===== src/rtl/seq3_pkg.sv =====
// Shared constants and state encoding for the three-ones stream sequencer.
package seq3_pkg;

   localparam int unsigned WIDTH_DEF = 16;
   localparam int unsigned CNT_W_DEF = $clog2(WIDTH_DEF + 1);

   localparam logic [1:0] ST_IDLE  = 2'd0;
   localparam logic [1:0] ST_SHIFT = 2'd1;
   localparam logic [1:0] ST_DONE  = 2'd2;

   typedef enum logic [1:0] {
      S_IDLE  = ST_IDLE,
      S_SHIFT = ST_SHIFT,
      S_DONE  = ST_DONE
   } state_e;

endpackage


===== src/rtl/seq3_det.sv =====
// Three-consecutive-ones detector: two-bit history plus a combinational match.
module seq3_det
   import seq3_pkg::*;
(
   input  logic clk,
   input  logic rst,
   input  logic clr,
   input  logic vld,
   input  logic din,
   output logic match
);

   logic [1:0] hist_q;
   logic [1:0] hist_d;

   always_comb begin
      hist_d = hist_q;
      if (clr) begin
         hist_d = 2'b00;
      end else if (vld) begin
         hist_d = {hist_q[0], din};
      end
   end

   always_ff @(posedge clk or negedge rst) begin
      if (!rst) begin
         hist_q <= 2'b00;
      end else begin
         hist_q <= hist_d;
      end
   end

   // hist_q[0] is the previous bit, hist_q[1] the one before it
   assign match = vld & din & hist_q[0] & hist_q[1];

endmodule


===== src/rtl/seq3_stream_ctrl.sv =====
// Word-to-bit sequencer feeding seq3_det; counts matches per word.
// Build option: define DET_CARRY_EN to keep detector history across words.
module seq3_stream_ctrl
   import seq3_pkg::*;
#(
   parameter int unsigned WIDTH = WIDTH_DEF,
   parameter int unsigned CNT_W = $clog2(WIDTH + 1)
) (
   input  logic             clk,
   input  logic             rst,
   input  logic             start,
   input  logic [WIDTH-1:0] word,
   output logic             ready,
   output logic             busy,
   output logic             bit_out,
   output logic             bit_vld,
   output logic             match,
   output logic             done,
   output logic [CNT_W-1:0] match_cnt,
   output logic [CNT_W-1:0] first_idx,
   output logic             found
);

   state_e             state_q,  state_d;
   logic [WIDTH-1:0]   sreg_q,   sreg_d;
   logic [CNT_W-1:0]   idx_q,    idx_d;
   logic [CNT_W-1:0]   cnt_q,    cnt_d;
   logic [CNT_W-1:0]   first_q,  first_d;
   logic               found_q,  found_d;

   logic start_acc;
   logic shifting;
   logic det_clr;
   logic det_match;

   assign start_acc = (state_q == S_IDLE) & start;
   assign shifting  = (state_q == S_SHIFT);

`ifdef DET_CARRY_EN
   assign det_clr = 1'b0;
`else
   assign det_clr = start_acc;
`endif

   seq3_det u_det (
      .clk   (clk),
      .rst   (rst),
      .clr   (det_clr),
      .vld   (shifting),
      .din   (shifting & sreg_q[0]),
      .match (det_match)
   );

   // Next-state and datapath update
   always_comb begin
      state_d = state_q;
      sreg_d  = sreg_q;
      idx_d   = idx_q;
      cnt_d   = cnt_q;
      first_d = first_q;
      found_d = found_q;
      unique case (state_q)
         S_IDLE: begin
            if (start) begin
               state_d = S_SHIFT;
               sreg_d  = word;
               idx_d   = '0;
               cnt_d   = '0;
               first_d = '0;
               found_d = 1'b0;
            end
         end
         S_SHIFT: begin
            sreg_d = sreg_q >> 1;
            idx_d  = idx_q + CNT_W'(1);
            if (det_match) begin
               cnt_d = cnt_q + CNT_W'(1);
               if (!found_q) begin
                  first_d = idx_q;
                  found_d = 1'b1;
               end
            end
            if (idx_q == CNT_W'(WIDTH - 1)) begin
               state_d = S_DONE;
            end
         end
         S_DONE: begin
            state_d = S_IDLE;
         end
         default: begin
            state_d = S_IDLE;
         end
      endcase
   end

   always_ff @(posedge clk or negedge rst) begin
      if (!rst) begin
         state_q <= S_IDLE;
         sreg_q  <= '0;
         idx_q   <= '0;
         cnt_q   <= '0;
         first_q <= '0;
         found_q <= 1'b0;
      end else begin
         state_q <= state_d;
         sreg_q  <= sreg_d;
         idx_q   <= idx_d;
         cnt_q   <= cnt_d;
         first_q <= first_d;
         found_q <= found_d;
      end
   end

   // Status outputs are decodes of the state flop; match follows bit_out
   assign ready     = (state_q == S_IDLE);
   assign busy      = shifting;
   assign bit_vld   = shifting;
   assign bit_out   = shifting & sreg_q[0];
   assign match     = det_match;
   assign done      = (state_q == S_DONE);
   assign match_cnt = cnt_q;
   assign first_idx = first_q;
   assign found     = found_q;

endmodule


===== config.mk =====
export PLATFORM = sky130hd
export DESIGN_NAME = seq3_stream_ctrl
export DESIGN_NICKNAME = d
export VERILOG_FILES = /design/src/rtl/seq3_pkg.sv /design/src/rtl/seq3_det.sv /design/src/rtl/seq3_stream_ctrl.sv
export SDC_FILE = /design/constraint.sdc
export NUM_CORES = 1
export LEC_CHECK = 0
export CAP_MARGIN = 0
export CORE_MARGIN = 4
export CORE_UTILIZATION = 53
export DETAILED_ROUTE_END_ITERATION = 7
export PLACE_DENSITY = 0.87
export SLEW_MARGIN = 20
export SYNTH_ARGS = -nofsm -noshare
export SYNTH_HDL_FRONTEND = slang
export SYNTH_SLANG_ARGS = --single-unit

===== constraint.sdc =====
create_clock -name clk -period 3.2 [get_ports clk]
set_input_delay 0.8 -clock clk [delete_from_list [all_inputs] [get_ports clk]]
set_output_delay 0.8 -clock clk [all_outputs]
set_load 0.05 [all_outputs]

==> flow_summary.json, run 1 <==
{
  "critPathLaunch": "state_q[1]$_DFFE_PN0P_",
  "drc_errors": 0,
  "hold_viol": 0,
  "grt_max_degree": 37,
  "clock_skew_ns": 0.00516,
  "maxCapViolations": 0,
  "worst_r2r_endpoint": "sreg_q[12]$_DFFE_PN0P_",
  "die_h_um": 63.5,
  "synth_seq_cells": 36,
  "via_per_inst": 5.63,
  "cts_buffer_depth": 2,
  "power.density_nw_per_um2": 1070,
  "die_x_um": 63.5,
  "ant_nets": 0,
  "grt_pass1_vias": 1333,
  "start_util_pct": 57.1,
  "cp_max_fo": 10,
  "synth_most_common_cell": "dfrtp_1",
  "track_usage_pct": 18.4,
  "wl_um": 3340,
  "status": "complete, no violations",
  "io_buffers": 35,
  "synthFlopType": "dfrtp_1",
  "io_pins": 36,
  "core_um2": 2850,
  "netlist.top_cell.by_area": "dfrtp_1",
  "crit_arrival_ns": 2.19,
  "num_rows": 19,
  "regArea_um2": 901,
  "final_cells": 231,
  "cts_tree": "yes",
  "cp-start-kind": "flip-flop",
  "fmax_mhz": 334,
  "tightest_slew_ns": 0.654,
  "synth_cell_types": 33,
  "final_max_slew_viol_count": 0,
  "avgSynthCellArea_um2": 9.88,
  "critPathCaptureType": "output port",
  "grt_first_pass_wirelength_um": 5810,
  "drive_gt1_share_pct": 8.00,
  "vias": 1300,
  "dp_cells": 223,
  "multi_input_area_um2": 638,
  "critPathKind": "flip-flop to output port",
  "relSlewSlack_pct": 56.4,
  "area_delta_synth_final_pct": 24.8,
  "final_area_um2": 2030,
  "hold_class": "flip-flop to flip-flop",
  "htree_levels": 2,
  "cts_resized": 0,
  "netlist.area_leader.share_pct": 55.3,
  "numCtsBuffers": 5,
  "leakage_nw": 0.902,
  "antenna_found_initial": 0,
  "reg2reg_from": "state_q[0]$_DFFE_PN0P_",
  "async_reset_ff_share_pct": 100,
  "irDropWorstVdd_mv": 0.592,
  "worst-r2r-setup-slack_ns": 1.42,
  "dieArea_um2": 4030,
  "cts_setup_buffers": 0,
  "placed_area_um2": 1980,
  "fillerInstances": 220,
  "synthTopCellsByArea": "dfrtp_1, nor2_1, o22ai_1",
  "hold_slack_ns": 0.511,
  "drtIter0Drc": 72,
  "syn-num-nets": 187,
  "timing.final.ws_setup_ns": 0.206,
  "wl_per_cell_um": 14.5,
  "fin_crit_sh_pct": 93.6,
  "dp_hpwl_um": 2330,
  "clock_sinks": 36,
  "yosys-top-cells-count": "dfrtp_1, nor2_1, nand2_1",
  "dp_slack_ns": 0.573,
  "cp.required_ns": 2.40,
  "worstSetupEndpoint": "match",
  "ys_seq_area_share_pct": 55.3,
  "final_nets": 221,
  "insertion_delay_ns": 0.34,
  "yosys_warnings": 0,
  "hold_depth": 2,
  "rsz0062_at_grt": "false",
  "overflow": 0,
  "tns_ns": 0,
  "setup_viol": 0,
  "clk_pin_slew_ns": 0.10,
  "diodes": 0,
  "reg2reg_depth": 4,
  "synth_edf_count": 0,
  "cts_hold_buf": 0,
  "period_needed_ns": 2.99,
  "gp_congestion": 0.812,
  "syn_inst": 165,
  "syn-cell-area_um2": 1630,
  "root_buffer": "clkbuf_4",
  "firstDrtPassIters": 4
}
==> worst max-delay path, stage by stage, from the launching register on <==
cell,delay (ns)
dfrtp_1,0.43
nand3b_4,0.22
or2_1,0.33
inv_1,0.08
clkdlybuf4s50_1,0.79
==> final cells by class <==
| type | count | area share (%) |
|---|---|---|
| Sequential cell | 36 | 44.3 |
| Multi-Input combinational cell | 110 | 31.4 |
| Timing Repair Buffer | 38 | 18.1 |
| Clock buffer | 8 | 2.89 |
| Tap cell | 31 | 1.91 |
| Inverter | 8 | 1.48 |
==> how the worst min path moves through the flow <==
stage,start,endpoint
floorplan,idx_q[3]$_DFFE_PN0P_,idx_q[3]$_DFFE_PN0P_
global placement,sreg_q[4]$_DFFE_PN0P_,sreg_q[4]$_DFFE_PN0P_
detailed placement,sreg_q[10]$_DFFE_PN0P_,sreg_q[10]$_DFFE_PN0P_
CTS,sreg_q[7]$_DFFE_PN0P_,sreg_q[7]$_DFFE_PN0P_
global route,idx_q[3]$_DFFE_PN0P_,idx_q[3]$_DFFE_PN0P_
finish,sreg_q[7]$_DFFE_PN0P_,sreg_q[7]$_DFFE_PN0P_
==> cells in the final DEF, fill, tap and decap left out, drive strengths merged, types with 2 or more instances in the layout <==
cell	instances
clkbuf	8
ha	3
dfrtp	36
xor2	2
buf	5
nand3	6
clkdlybuf4s50	33
inv	8
o21ai	10
nor2	31
nand2	16
mux2i	6
o22ai	15
o211ai	4
==> report_power, final <==
group / total (mW) / internal (mW) / switching, mW
Combinational: 1.11 / 0.406 / 0.704
Clock: 0.256 / 0.108 / 0.147
Sequential: 0.810 / 0.658 / 0.152
==> logic make-up (layout without fill, tap and decap cells) <==
group | Yosys count | in the layout | share of synthesized area (%)
xor gates and xnor gates | 3 | 3 | 1.61
buffers and inverters | 19 | 54 | 5.60
AOI/OAI and AO/OA | 33 | 33 | 12.7
and+or+nand+nor | 65 | 65 | 18.9
adders and majority gates | 3 | 3 | 2.30
muxes | 6 | 6 | 3.68
DFF | 36 | 36 | 55.3
==> flip-flops by register name, summed over array words and instances, names as in the netlist <==
signal,cells
first_idx,5
found,1
idx_q,5
match_cnt,5
sreg_q,16
state_q,2
u_det.hist_q,2
==> metrics by stage <==
| step | power [mW] | utilization (%) |
|---|---|---|
| after floorplan | 1.62 | - |
| after global placement | 1.88 | 69.3 |
| final | 2.18 | 71.3 |
| after global routing | 2.33 | 71.3 |
| after detailed placement | 1.93 | 69.3 |
| after CTS | 2.19 | 71.3 |
==> routing by layer <==
metal / vias up / track usage, % / share of wire [%]
met2: 25 / 31.0 / 50
li1: 629 / - / -
met1: 642 / 21.5 / 45
met5: - / 0 / 0
met4: 0 / 7.55 / 1.2
met3: 4 / 6.04 / 4.2
Power figures use the tool's default switching activity.
==> run 2, diff against run 1 <==
- CTS_CLUSTER_DIAMETER: unset -> 150
- PLACE_DENSITY: 0.87 -> 0.83
==> run 2 against run 1 <==
First-iteration DRC count up 14%. Largest power group unchanged. Critical path type unchanged. Fmax up 0.17%. Combinational power about the same. Register-to-register slack worse by 0.03 ns. Cell count down 0.43%. Non-clock buffer count unchanged. Cell area down 0.61%. Largest cell class unchanged. Core utilization down 0.44 points. Via count down 2.2%. Worst setup slack better by 0.0049 ns. Flip-flop and latch count unchanged. Highest routed layer unchanged.
==> flow_summary.json, run 2 (same netlist as run 1, synthesis figures left out) <==
{
  "final_area_um2": 2020,
  "final_max_slew_viol_count": 0,
  "cp-start-kind": "flip-flop",
  "numCtsBuffers": 5,
  "vias": 1272,
  "slowest_stage": "clkdlybuf4s50_1",
  "dieArea_um2": 4030,
  "crit_arrival_ns": 2.19,
  "tns_ns": 0,
  "drtIter0Drc": 82,
  "die_h_um": 63.5,
  "cts_buffer_depth": 2,
  "grt_pass1_vias": 1343,
  "placed_area_um2": 1980,
  "cts_resized": 0,
  "dp_slack_ns": 0.581,
  "htree_levels": 2,
  "maxCapViolations": 0,
  "grt_max_degree": 37,
  "hold_viol": 0,
  "crit_chain": "nand3b_4 -> or2_1 -> inv_1 -> clkdlybuf4s50_1",
  "fin_crit_sh_pct": 93.4,
  "root_buffer": "clkbuf_4",
  "cts_tree": "yes",
  "relSlewSlack_pct": 58.2,
  "status": "complete, no violations",
  "gp_congestion": 0.862,
  "overflow": 0,
  "power.internal_mw": 1.14,
  "irDropWorstVdd_mv": 0.547,
  "cp_max_fo": 10,
  "pwr-share-clk_pct": 10.5,
  "hold_slack_ns": 0.511,
  "grt_first_pass_wirelength_um": 5960,
  "core_um2": 2850,
  "io_pins": 36,
  "track_usage_pct": 19.0,
  "insertion_delay_ns": 0.33,
  "final_common_cell": "dfrtp_1",
  "drive_gt1_share_pct": 8.04,
  "wl_per_cell_um": 14.1,
  "drc_errors": 0,
  "cp.required_ns": 2.40,
  "power_switching_share_pct": 46.5,
  "area_delta_synth_final_pct": 24.0,
  "firstDrtPassIters": 4,
  "clock_skew_ns": 0.00791,
  "via_per_inst": 5.53,
  "timing.final.ws_setup_ns": 0.211,
  "antenna_found_initial": 0,
  "start_util_pct": 57.1,
  "final_nets": 221,
  "diodes": 0,
  "leakage_nw": 0.898,
  "cts_hold_buf": 0,
  "largest-register": "sreg_q",
  "power.density_nw_per_um2": 1060,
  "critPathKind": "flip-flop to output port",
  "hold_class": "flip-flop to flip-flop",
  "wl_um": 3240,
  "largest_register_ffs": 16,
  "power_mw": 2.14,
  "switching_power_mw": 0.994,
  "mostFrequentLayoutCells": "dfrtp_1, clkdlybuf4s50_1, nor2_1",
  "fmax_mhz": 335,
  "period_needed_ns": 2.99,
  "critPathMaxStageDelay_ns": 0.79,
  "p_comb_share_pct": 51.7,
  "num_rows": 19,
  "pwr-share-seq_pct": 37.8,
  "cts_setup_buffers": 0,
  "setup_viol": 0,
  "io_buffers": 35,
  "clock_sinks": 36,
  "clk_pin_slew_ns": 0.10,
  "dp_hpwl_um": 2260,
  "fillerInstances": 218,
  "die_x_um": 63.5,
  "rsz0062_at_grt": "false",
  "ant_nets": 0,
  "tightest_slew_ns": 0.627,
  "critPathCaptureType": "output port"
}
[run 2: cell types whose count changed in the layout (fill, tap and decap cells not counted)]
cell and change:
clkinv_2 +1, clkbuf_8 -1, clkbuf_1 -1
[run 2: cell type report]
cell class | instances | area [µm²] | area share [%]
clock buffers | 6 | 41.3 | 2.04
flip-flops and latches | 36 | 901 | 44.6
well taps | 31 | 38.8 | 1.92
clock inverters | 1 | 5.00 | 0.248
repair buffers | 38 | 368 | 18.2
multi-input cells | 110 | 638 | 31.6
inverters | 8 | 30.0 | 1.49
[run 2: metrics by stage]
| step | cells | util (%) |
|---|---|---|
| after global routing | 230 | 70.9 |
| after detailed placement | 223 | 69.3 |
| after global placement | 223 | 69.3 |
| final | 230 | 70.9 |
| after floorplan | 165 | - |
| after CTS | 230 | 70.9 |
[run 2: per-layer routing]
layer / track usage, % / vias to the layer above / share of wire, %
li1: - / 631 / -
met1: 20.9 / 608 / 42
met2: 33.4 / 26 / 52
met3: 6.75 / 7 / 4.2
met4: 7.01 / 0 / 1.8
met5: 0 / - / 0
[run 2: final timing paths]
kind	start	to	slack, ns	cells past startpoint
max	state_q[1]$_DFFE_PN0P_	match	0.21	4
min	sreg_q[4]$_DFFE_PN0P_	sreg_q[4]$_DFFE_PN0P_	0.51	2
max reg2reg	state_q[0]$_DFFE_PN0P_	sreg_q[13]$_DFFE_PN0P_	1.39	4
min reg2reg	sreg_q[4]$_DFFE_PN0P_	sreg_q[4]$_DFFE_PN0P_	0.51	2
max in group asynchronous	rst	match_cnt[1]$_DFFE_PN0P_	2.02	2
min in group asynchronous	rst	sreg_q[3]$_DFFE_PN0P_	0.87	2
[run 2: critical path: cells and delay by family (launching register included)]
kind / cells / cell delay, ns
buffers and inverters: 2 / 0.86
AND/OR/NAND/NOR: 2 / 0.55
flip-flops: 1 / 0.43
[run 2: power by group through the flow]
stage	clock, mW	combinational, mW	sequential (mW)
after global placement	0	1.07	0.807
after floorplan	0	0.638	0.979
after detailed placement	0	1.11	0.815
after global routing	0.260	1.21	0.840
after CTS	0.228	1.11	0.807
final	0.223	1.11	0.809
